--- config.mk ---
export PLATFORM = sky130hd
export DESIGN_NAME = mdu_hilo
export DESIGN_NICKNAME = d
export VERILOG_FILES = /design/src/rtl/mdu_hilo_pkg.sv /design/src/rtl/mdu_hilo_div_radix2.sv /design/src/rtl/mdu_hilo.sv
export SDC_FILE = /design/constraint.sdc
export NUM_CORES = 2
export LEC_CHECK = 0
export BUFFER_PORTS_ARGS = -buffer_cell sky130_fd_sc_hd__buf_2
export CAP_MARGIN = 5
export CORE_UTILIZATION = 55
export DETAILED_ROUTE_END_ITERATION = 8
export GPL_TIMING_DRIVEN = 0
export PLACE_DENSITY = 0.8
export SETUP_SLACK_MARGIN = 0.2
export SLEW_MARGIN = 30
export SYNTH_ARGS = -nofsm -noshare
export SYNTH_HDL_FRONTEND = slang
export SYNTH_HIERARCHICAL = 1
export SYNTH_SLANG_ARGS = --single-unit
--- constraint.sdc ---
create_clock -name clk -period 12.4 [get_ports clk]
set_input_delay 1.24 -clock clk [delete_from_list [all_inputs] [get_ports clk]]
set_output_delay 1.24 -clock clk [all_outputs]
set_load 0.02 [all_outputs]
--- src/rtl/mdu_hilo_pkg.sv ---
// mdu_hilo shared definitions: ALU control codes, divider FSM states
// and a small two's-complement helper used by the sign fix-up logic.
package mdu_hilo_pkg;

    // Control codes emitted by the ALU decoder for HI/LO ops.
    localparam logic [4:0] MULT_CONTROL  = 5'b10000;
    localparam logic [4:0] MULTU_CONTROL = 5'b10001;
    localparam logic [4:0] DIV_CONTROL   = 5'b10010;
    localparam logic [4:0] DIVU_CONTROL  = 5'b10011;
    localparam logic [4:0] MTHI_CONTROL  = 5'b10100;
    localparam logic [4:0] MTLO_CONTROL  = 5'b10101;
    localparam logic [4:0] MFHI_CONTROL  = 5'b10110;
    localparam logic [4:0] MFLO_CONTROL  = 5'b10111;

    typedef enum logic [1:0] {
        IDLE = 2'd0,
        RUN  = 2'd1,
        DONE = 2'd2
    } div_state_e;

    function automatic logic [31:0] neg_if(
        input logic        neg,
        input logic [31:0] val
    );
        return neg ? (~val + 32'd1) : val;
    endfunction

endpackage

--- src/rtl/mdu_hilo_div_radix2.sv ---
// div_radix2: 32-cycle radix-2 restoring divider on unsigned magnitudes.
// Ports: clk, rst (sync, active-high); start_i/skip_i/abort_i control;
//   dvd_i/dvs_i operands; idle_o/busy_o/done_o status;
//   quo_o/rem_o results, valid while done_o is high.
// skip_i jumps IDLE->DONE on start (used for fast divide-by-zero).
module div_radix2
    import mdu_hilo_pkg::*;
#(
    parameter int DATA_W = 32
) (
    input  logic              clk,
    input  logic              rst,
    input  logic              start_i,
    input  logic              skip_i,
    input  logic              abort_i,
    input  logic [DATA_W-1:0] dvd_i,
    input  logic [DATA_W-1:0] dvs_i,
    output logic              idle_o,
    output logic              busy_o,
    output logic              done_o,
    output logic [DATA_W-1:0] quo_o,
    output logic [DATA_W-1:0] rem_o
);

    div_state_e        state_q, state_d;
    logic [4:0]        cnt_q, cnt_d;
    logic [DATA_W-1:0] quo_q, quo_d;
    logic [DATA_W-1:0] rem_q, rem_d;
    logic [DATA_W-1:0] dvs_q, dvs_d;

    // Shifted partial remainder needs one extra bit; the trial
    // difference only matters when it is non-negative, where it
    // always fits back into DATA_W bits.
    logic [DATA_W:0]   rem_sh;
    logic              ge;
    logic [DATA_W-1:0] diff;

    assign rem_sh = {rem_q, quo_q[DATA_W-1]};
    assign ge     = rem_sh >= {1'b0, dvs_q};
    assign diff   = rem_sh[DATA_W-1:0] - dvs_q;

    always_comb begin
        state_d = state_q;
        cnt_d   = cnt_q;
        quo_d   = quo_q;
        rem_d   = rem_q;
        dvs_d   = dvs_q;
        unique case (state_q)
            IDLE: begin
                if (start_i) begin
                    quo_d   = dvd_i;
                    rem_d   = '0;
                    dvs_d   = dvs_i;
                    cnt_d   = '0;
                    state_d = skip_i ? DONE : RUN;
                end
            end
            RUN: begin
                if (abort_i) begin
                    state_d = IDLE;
                end else begin
                    quo_d = {quo_q[DATA_W-2:0], ge};
                    rem_d = ge ? diff : rem_sh[DATA_W-1:0];
                    cnt_d = cnt_q + 5'd1;
                    if (cnt_q == 5'd31) begin
                        state_d = DONE;
                    end
                end
            end
            DONE: begin
                state_d = IDLE;
            end
            default: begin
                state_d = IDLE;
            end
        endcase
    end

    always_ff @(posedge clk) begin
        if (rst) begin
            state_q <= IDLE;
            cnt_q   <= '0;
            quo_q   <= '0;
            rem_q   <= '0;
            dvs_q   <= '0;
        end else begin
            state_q <= state_d;
            cnt_q   <= cnt_d;
            quo_q   <= quo_d;
            rem_q   <= rem_d;
            dvs_q   <= dvs_d;
        end
    end

    assign idle_o = (state_q == IDLE);
    assign busy_o = (state_q == RUN);
    assign done_o = (state_q == DONE);
    assign quo_o  = quo_q;
    assign rem_o  = rem_q;

endmodule

--- src/rtl/mdu_hilo.sv ---
// mdu_hilo: E-stage multiply/divide unit with HI/LO registers.
// Ports: clk, rst (sync, active-high); e_valid, alucontrol_e,
//   srca_e, srcb_e, flush_e from E; hilo_rdata to the result mux;
//   mdu_stall freezes IF/ID/E; hi_o/lo_o expose HI/LO.
// Macro MDU_DIV_ZERO_FAST_EN: divide by zero skips the 32-cycle run.
module mdu_hilo
    import mdu_hilo_pkg::*;
#(
    parameter int DATA_W = 32
) (
    input  logic              clk,
    input  logic              rst,
    input  logic              e_valid,
    input  logic [4:0]        alucontrol_e,
    input  logic [DATA_W-1:0] srca_e,
    input  logic [DATA_W-1:0] srcb_e,
    input  logic              flush_e,
    output logic [DATA_W-1:0] hilo_rdata,
    output logic              mdu_stall,
    output logic [DATA_W-1:0] hi_o,
    output logic [DATA_W-1:0] lo_o
);

    logic [DATA_W-1:0] hi_q, hi_d;
    logic [DATA_W-1:0] lo_q, lo_d;
    logic              neg_quo_q, neg_quo_d;
    logic              neg_rem_q, neg_rem_d;
    logic              dz_q, dz_d;
    logic [DATA_W-1:0] dz_hi_q, dz_hi_d;

    logic is_mult, is_multu, is_mul;
    logic is_div, is_divu, is_dv;
    logic is_mthi, is_mtlo;

    assign is_mult  = (alucontrol_e == MULT_CONTROL);
    assign is_multu = (alucontrol_e == MULTU_CONTROL);
    assign is_div   = (alucontrol_e == DIV_CONTROL);
    assign is_divu  = (alucontrol_e == DIVU_CONTROL);
    assign is_mthi  = (alucontrol_e == MTHI_CONTROL);
    assign is_mtlo  = (alucontrol_e == MTLO_CONTROL);
    assign is_mul   = is_mult | is_multu;
    assign is_dv    = is_div | is_divu;

    logic div_idle, div_busy, div_done;
    logic fire, start, skip;

    assign fire  = e_valid & ~flush_e & div_idle;
    assign start = fire & is_dv;

    // Single 64x64 multiplier; operands are sign- or zero-extended
    // so the low 64 bits give the signed or unsigned product.
    logic [2*DATA_W-1:0] ext_a, ext_b, prod;

    assign ext_a = {{DATA_W{is_mult & srca_e[DATA_W-1]}}, srca_e};
    assign ext_b = {{DATA_W{is_mult & srcb_e[DATA_W-1]}}, srcb_e};
    assign prod  = ext_a * ext_b;

    // Signed divide works on magnitudes; the most negative value
    // maps onto itself, which is the right unsigned magnitude.
    logic              sa, sb, dvs_zero;
    logic [DATA_W-1:0] mag_a, mag_b;
    logic [DATA_W-1:0] quo, rem;

    assign sa       = is_div & srca_e[DATA_W-1];
    assign sb       = is_div & srcb_e[DATA_W-1];
    assign mag_a    = neg_if(sa, srca_e);
    assign mag_b    = neg_if(sb, srcb_e);
    assign dvs_zero = (srcb_e == '0);

`ifdef MDU_DIV_ZERO_FAST_EN
    assign skip = dvs_zero;
`else
    assign skip = 1'b0;
`endif

    div_radix2 #(
        .DATA_W (DATA_W)
    ) u_div (
        .clk     (clk),
        .rst     (rst),
        .start_i (start),
        .skip_i  (skip),
        .abort_i (flush_e),
        .dvd_i   (mag_a),
        .dvs_i   (mag_b),
        .idle_o  (div_idle),
        .busy_o  (div_busy),
        .done_o  (div_done),
        .quo_o   (quo),
        .rem_o   (rem)
    );

    // DONE leaves stall low so the held DIV can retire from E.
    assign mdu_stall = start | (div_busy & ~flush_e);

    always_comb begin
        neg_quo_d = neg_quo_q;
        neg_rem_d = neg_rem_q;
        dz_d      = dz_q;
        dz_hi_d   = dz_hi_q;
        if (start) begin
            neg_quo_d = sa ^ sb;
            neg_rem_d = sa;
            dz_d      = dvs_zero;
            dz_hi_d   = srca_e;
        end
    end

    always_comb begin
        hi_d = hi_q;
        lo_d = lo_q;
        if (fire) begin
            unique case (1'b1)
                is_mul: begin
                    hi_d = prod[2*DATA_W-1:DATA_W];
                    lo_d = prod[DATA_W-1:0];
                end
                is_mthi: hi_d = srca_e;
                is_mtlo: lo_d = srca_e;
                default: ;
            endcase
        end else if (div_done & ~flush_e) begin
            if (dz_q) begin
                lo_d = '1;
                hi_d = dz_hi_q;
            end else begin
                lo_d = neg_if(neg_quo_q, quo);
                hi_d = neg_if(neg_rem_q, rem);
            end
        end
    end

    always_ff @(posedge clk) begin
        if (rst) begin
            hi_q      <= '0;
            lo_q      <= '0;
            neg_quo_q <= 1'b0;
            neg_rem_q <= 1'b0;
            dz_q      <= 1'b0;
            dz_hi_q   <= '0;
        end else begin
            hi_q      <= hi_d;
            lo_q      <= lo_d;
            neg_quo_q <= neg_quo_d;
            neg_rem_q <= neg_rem_d;
            dz_q      <= dz_d;
            dz_hi_q   <= dz_hi_d;
        end
    end

    always_comb begin
        hilo_rdata = '0;
        unique case (1'b1)
            alucontrol_e == MFHI_CONTROL: hilo_rdata = hi_q;
            alucontrol_e == MFLO_CONTROL: hilo_rdata = lo_q;
            default: ;
        endcase
    end

    assign hi_o = hi_q;
    assign lo_o = lo_q;

endmodule
Word level (Yosys, flattened, before mapping)
Cells that the tools add are included.

Bits in registers: 202. Bits of input ports: 73. Output and inout port bits: 97. Word-level logic and storage cells: 89.

Add/subtract/negate cells: 6. $mul: 1. $lt $le $gt $ge: 1. Equality and inequality tests: 16. Muxes and demuxes: 27. Bitwise logic cells: 18. Reductions and logical operators: 9.

Operator list (number): 32-bit 2-to-1 mux (15); 32-bit one-hot mux with 2 select lines (5); 32-bit by 1-bit adder with 32-bit output (second input constant) (4); 32-bit NOT (4); 33-bit by 33-bit multiplier with 64-bit output (1); 5-bit equality test (second input constant) (9); 33-bit by 32-bit >= comparator with 1-bit output (1); 32-bit zero test (1); 32-bit subtractor (1); 5-bit 2-to-1 mux (2); 5-bit one-hot mux with 2 select lines (1); 1-bit bitwise AND (9); 2-bit AND reduction (4); 2-bit 2-to-1 mux (3); 3-bit inequality test (second input constant) (2); 5-bit by 1-bit adder with 5-bit output (second input constant) (1); 2-bit one-hot mux with 2 select lines (1); 2-bit nonzero test (2); 3-bit by 2-bit inequality test with 1-bit output (second input constant) (1); 1-bit OR (3); 3-bit AND reduction (1); 2-bit by 1-bit equality test with 1-bit output (second input constant) (1); 2-bit equality test (second input constant) (1); 2-bit zero test (1); other kinds (4) (4).

Longest topological paths before layout
Depth after elaboration: 6. Mapped depth: 34. Gate-level depth less buffers: 31.

Cells and area by module
The synthesis kept the hierarchy.

Modules (own cells, without submodules): mdu_hilo (instances 1, cells an instance 5343, area each 45687.6 um2, seq. area each 1981.9 um2); div_radix2 (instances 1, cells an instance 765, area each 5985.7 um2, seq. area each 2062.0 um2).

Worst setup path after synthesis
OpenSTA, ideal clock, no wires.

Path type: input -> register. From: in alucontrol_e[3]. To: reg hi_q[30], in the netlist hi_o[30]. Setup time: 0.091 ns. Arrival time: 9.593 ns. Data required time: 12.309 ns. Path slack: 2.716 ns. Cell stages on the path: 32. Path buffers: 3. Cells stage by stage: nor3b_1 nand2b_1 nor2_1 clkbuf_1 and2_1 clkbuf_1 nand2_1 inv_1 fa_1 inv_1 fa_1 inv_1 fa_1 fa_1 inv_1 fa_1 inv_1 fa_1 inv_1 fa_1 fa_1 inv_1 ha_1 clkbuf_1 nor2b_1 o21ai_0 nand2b_1 a311o_1 or3_1 o22ai_1 o2111ai_1 a311oi_1.

Word-level cells in the longest chain between the ends: 5. Elaborated cells on any way between the ends: 11. Classes of those cells: 1 x mul; 4 x eq/ne; 2 x mux; 3 x bitwise; 1 x reduce/logical.

RTL lines: from (decl) (RTL line mdu_hilo.sv:14) `input logic [4:0] alucontrol_e,`; 5-bit equality test (RTL line mdu_hilo.sv:35) `assign is_mult = (alucontrol_e == MULT_CONTROL);`; 1-bit bitwise AND, on equally long branches (RTL line mdu_hilo.sv:54, mdu_hilo.sv:55); 33-bit by 33-bit multiplier with 64-bit output (RTL line mdu_hilo.sv:56) `assign prod = ext_a * ext_b;`; 32-bit one-hot mux with 2 select lines (RTL line mdu_hilo.sv:113) `unique case (1'b1)`; 32-bit 2-to-1 mux (RTL line mdu_hilo.sv:112) `if (fire) begin`; to (signal assigned) (RTL line mdu_hilo.sv:142) `hi_q <= hi_d;`; to (decl) (RTL line mdu_hilo.sv:24) `logic [DATA_W-1:0] hi_q, hi_d;`.

Parallel ways exist; a longest one is shown, timed or not. A chain may end at the register's enable or synchronous reset.

Final worst setup path
From: in alucontrol_e[3]. To: reg hi_q[27], in the netlist hi_o[27].

The elaborated chain is that of the path after synthesis.

==> results.tsv <==
stage	metric	value	unit
cts	cts_buffers	20	
outcome	status	finished clean	
logic_synthesis	yosys-top-cells-area	fa_1 44%, inv_1 8.7%, nand2_1 8.2%	
critical_path	cp-start-kind	input pin	
critical_path	crit_fanout	10	
critical_path	crit_type	in -> reg	
route	wl_per_cell	26.8	um
sta	fin_crit_sh	0.953	
logic_synthesis	syn_inst	6108	
critical_path	worstPathArrival	12230	ps
logic_synthesis	synth-seq-cells	202	
sta	slew-limit-headroom	0.207	
sta	worst_pin_slew	1190	ps
final_layout	nets	7723	
floorplan	rows	112	
global_route	grt_max_degree	25	
final_layout	multi_input_area	41600	um^2
floorplan	dieWidth	309	um
floorplan	core_area	93200	um^2
cts	clk_pin_slew	70	ps
final_layout	layout_common_cells	1203 x inv_1, 1128 x nand2_1, 1124 x fa_1	
logic_synthesis	synth_ff_type	dfxtp_1	
cts	cts_buffer_depth	3	
logic_synthesis	avgSynthCellArea	8.46	um^2
logic_synthesis	synth.distinct_cells	91	
route	drt-pass1-iter-count	9	
route	routed_wl	203	mm
run	maxCapViolCount	0	
logic_synthesis	async_flop_share	0	
floorplan	io_pins	170	
route	drt-initial-drc-count	5959	
logic_synthesis	synthDominantCellAreaShare	0.436	
worst_hold_path	hold_path.class	reg -> reg	
logic_synthesis	syn_area	51700	um^2
sta	rsz0062_at_grt	no	
cts	post_cts_buffers	0	
final_layout	area.growth.synth_to_final	6.10	%
floorplan	die_y	309	um
global_route	overflow	0	
route	dr_wl_met3	27.8	mm
place	port_buffers	140	
cts	ctsRootBufferMaster	clkbuf_16	
global_route	grt.total_usage	0.433	
floorplan	die_area	95200	um^2
cts	clock_latency	550	ps
final_layout	drive_gt1_frac	0.0445	
global_route	grt_pass1_vias	46600	
logic_synthesis	seq_area_frac_synth	0.0783	
route	wl_met2	84.4	mm
cts	cts_tree	built	
global_route	antenna_found_initial	22	
place	place_area	54000	um^2
sta	setup_viol	0	
final_layout	final_common_cell	inv_1	
final_layout	final_area	54800	um^2
logic_synthesis	synth_top_area_cell	fa_1	
sta	clock_skew	24.3	ps
cts	hold_buffers	0	
final_layout	fillers	8327	
cts	cts_num_sinks	202	
global_route	grt_pass1_wl	297	mm
place	place.gp.congestion	1.06	
critical_path	worstPathRequired	12820	ps
place	dp_hpwl	165	mm
final_layout	regArea	4040	um^2
route	routedLengthMet1	71.8	mm
floorplan	start_util	0.554	
sta	hold_viol_final	0	
route	routed.top_layer	met5	
route	antenna_left	0	
critical_path	endpoint_kind	flop	
route	vias	46100	
logic_synthesis	synth_edf_count	0	
cts	cts.htree.levels	1	
sta	period_minus_slack	11820	ps
route	routed_via_density	6.10	
route	drc	0	
sta	fmax	84.6	MHz
sta	finalMaxSlewViolations	0	
logic_synthesis	ys_warn_count	6	
-- kinds of logic after synthesis --
kind of cell | share of synthesized area
other | 0.0000726
AO/OA/AOI/OAI | 0.0956
buffers and inverters | 0.116
AND/OR/NAND/NOR | 0.163
multiplexers | 0.0152
flip-flops | 0.0783
XOR/XNOR | 0.0347
adder cells (fa/ha/maj) | 0.497
-- cell usage after synthesis (23+ instances only) --
cell type,number
inv_1,1203
nand2_1,1128
fa_1,1126
clkbuf_1,303
and2_1,286
a21oi_1,274
ha_1,250
nor2_1,204
dfxtp_1,202
o21ai_0,151
xnor2_1,117
xor2_1,88
buf_1,81
mux2i_1,74
nor3_1,50
a21o_1,46
a22oi_1,34
o31ai_1,34
and3_1,32
nand3_1,32
a211oi_1,26
a221oi_1,24
o211ai_1,23
-- critical path: stages --
cell,delay [ps]
buf_2,120
nor3b_1,410
nand2b_1,380
nor2_4,420
clkbuf_1,540
and2_1,420
clkbuf_2,400
nand2_1,160
inv_1,170
fa_1,500
fa_1,640
fa_2,520
inv_1,450
fa_1,550
fa_1,540
fa_1,570
fa_1,430
fa_1,640
inv_1,70
ha_1,260
a2111oi_0,490
o21ai_0,170
a21oi_1,380
a2111oi_2,170
nor4b_1,650
nor4_1,150
o21ai_0,580
a31oi_1,160
-- flip-flops by register name (all words and copies together) (netlist names) --
signal and cells:
dz_hi_q 32, dz_q 1, hi_o 32, lo_o 32, neg_quo_q 1, neg_rem_q 1
u_div/cnt_q 5, u_div/dvs_q 32, u_div/quo_o 32, u_div/rem_o 32, u_div/state_q 2
-- stage by stage --
stage | TNS (ps) | instances | util | hold slack, ps | worst slack, ps
5_1_grt | 0 | 7543 | 0.588 | 474 | 277
2_1_floorplan | 0 | 6109 | - | 433 | 2720
3_3_place_gp | -2040 | 7503 | 0.579 | 441 | -464
3_5_place_dp | -2890 | 7505 | 0.580 | 447 | -506
6_report | 0 | 7561 | 0.588 | 459 | 584
4_1_cts | 0 | 7540 | 0.587 | 456 | 229
-- what timing repair did --
action	CTS	global route
resized for setup	1	4
setup endpoints to repair	4	10
pin swaps	0	0
hold endpoints to repair	0	0
-- metal layers --
metal  vias to the layer above  global-route usage
met5                         -                   0
met3                       905               0.156
met4                        12               0.320
li1                      19000                   -
met1                     23000               0.534
met2                      3243               0.624
-- path summary, 6_finish.rpt --
path | start | end | slack, ps | depth (start not counted)
max | alucontrol_e[3] | hi_o[27]$_SDFFE_PP0P_ | 580 | 28
min | dz_hi_q[14]$_SDFFE_PP0P_ | dz_hi_q[14]$_SDFFE_PP0P_ | 460 | 2
max reg2reg | u_div/state_q[0]$_SDFFE_PP0P_ | u_div/quo_o[25]$_SDFFE_PP0P_ | 7500 | 11
min reg2reg | dz_hi_q[14]$_SDFFE_PP0P_ | dz_hi_q[14]$_SDFFE_PP0P_ | 460 | 2
-- cell type report --
type | instances | area share
diodes | 20 | 0.000913
plain buffers | 389 | 0.0283
clock buffers | 26 | 0.0106
clock inverters | 9 | 0.00219
inverters | 1204 | 0.0824
multi-input cells | 4314 | 0.760
flip-flops and latches | 202 | 0.0738
well taps | 1254 | 0.0286
repair buffers | 143 | 0.0136
Power is not shown: default switching activity piles up to over one toggle a cycle in this logic, so the estimate is an artifact.
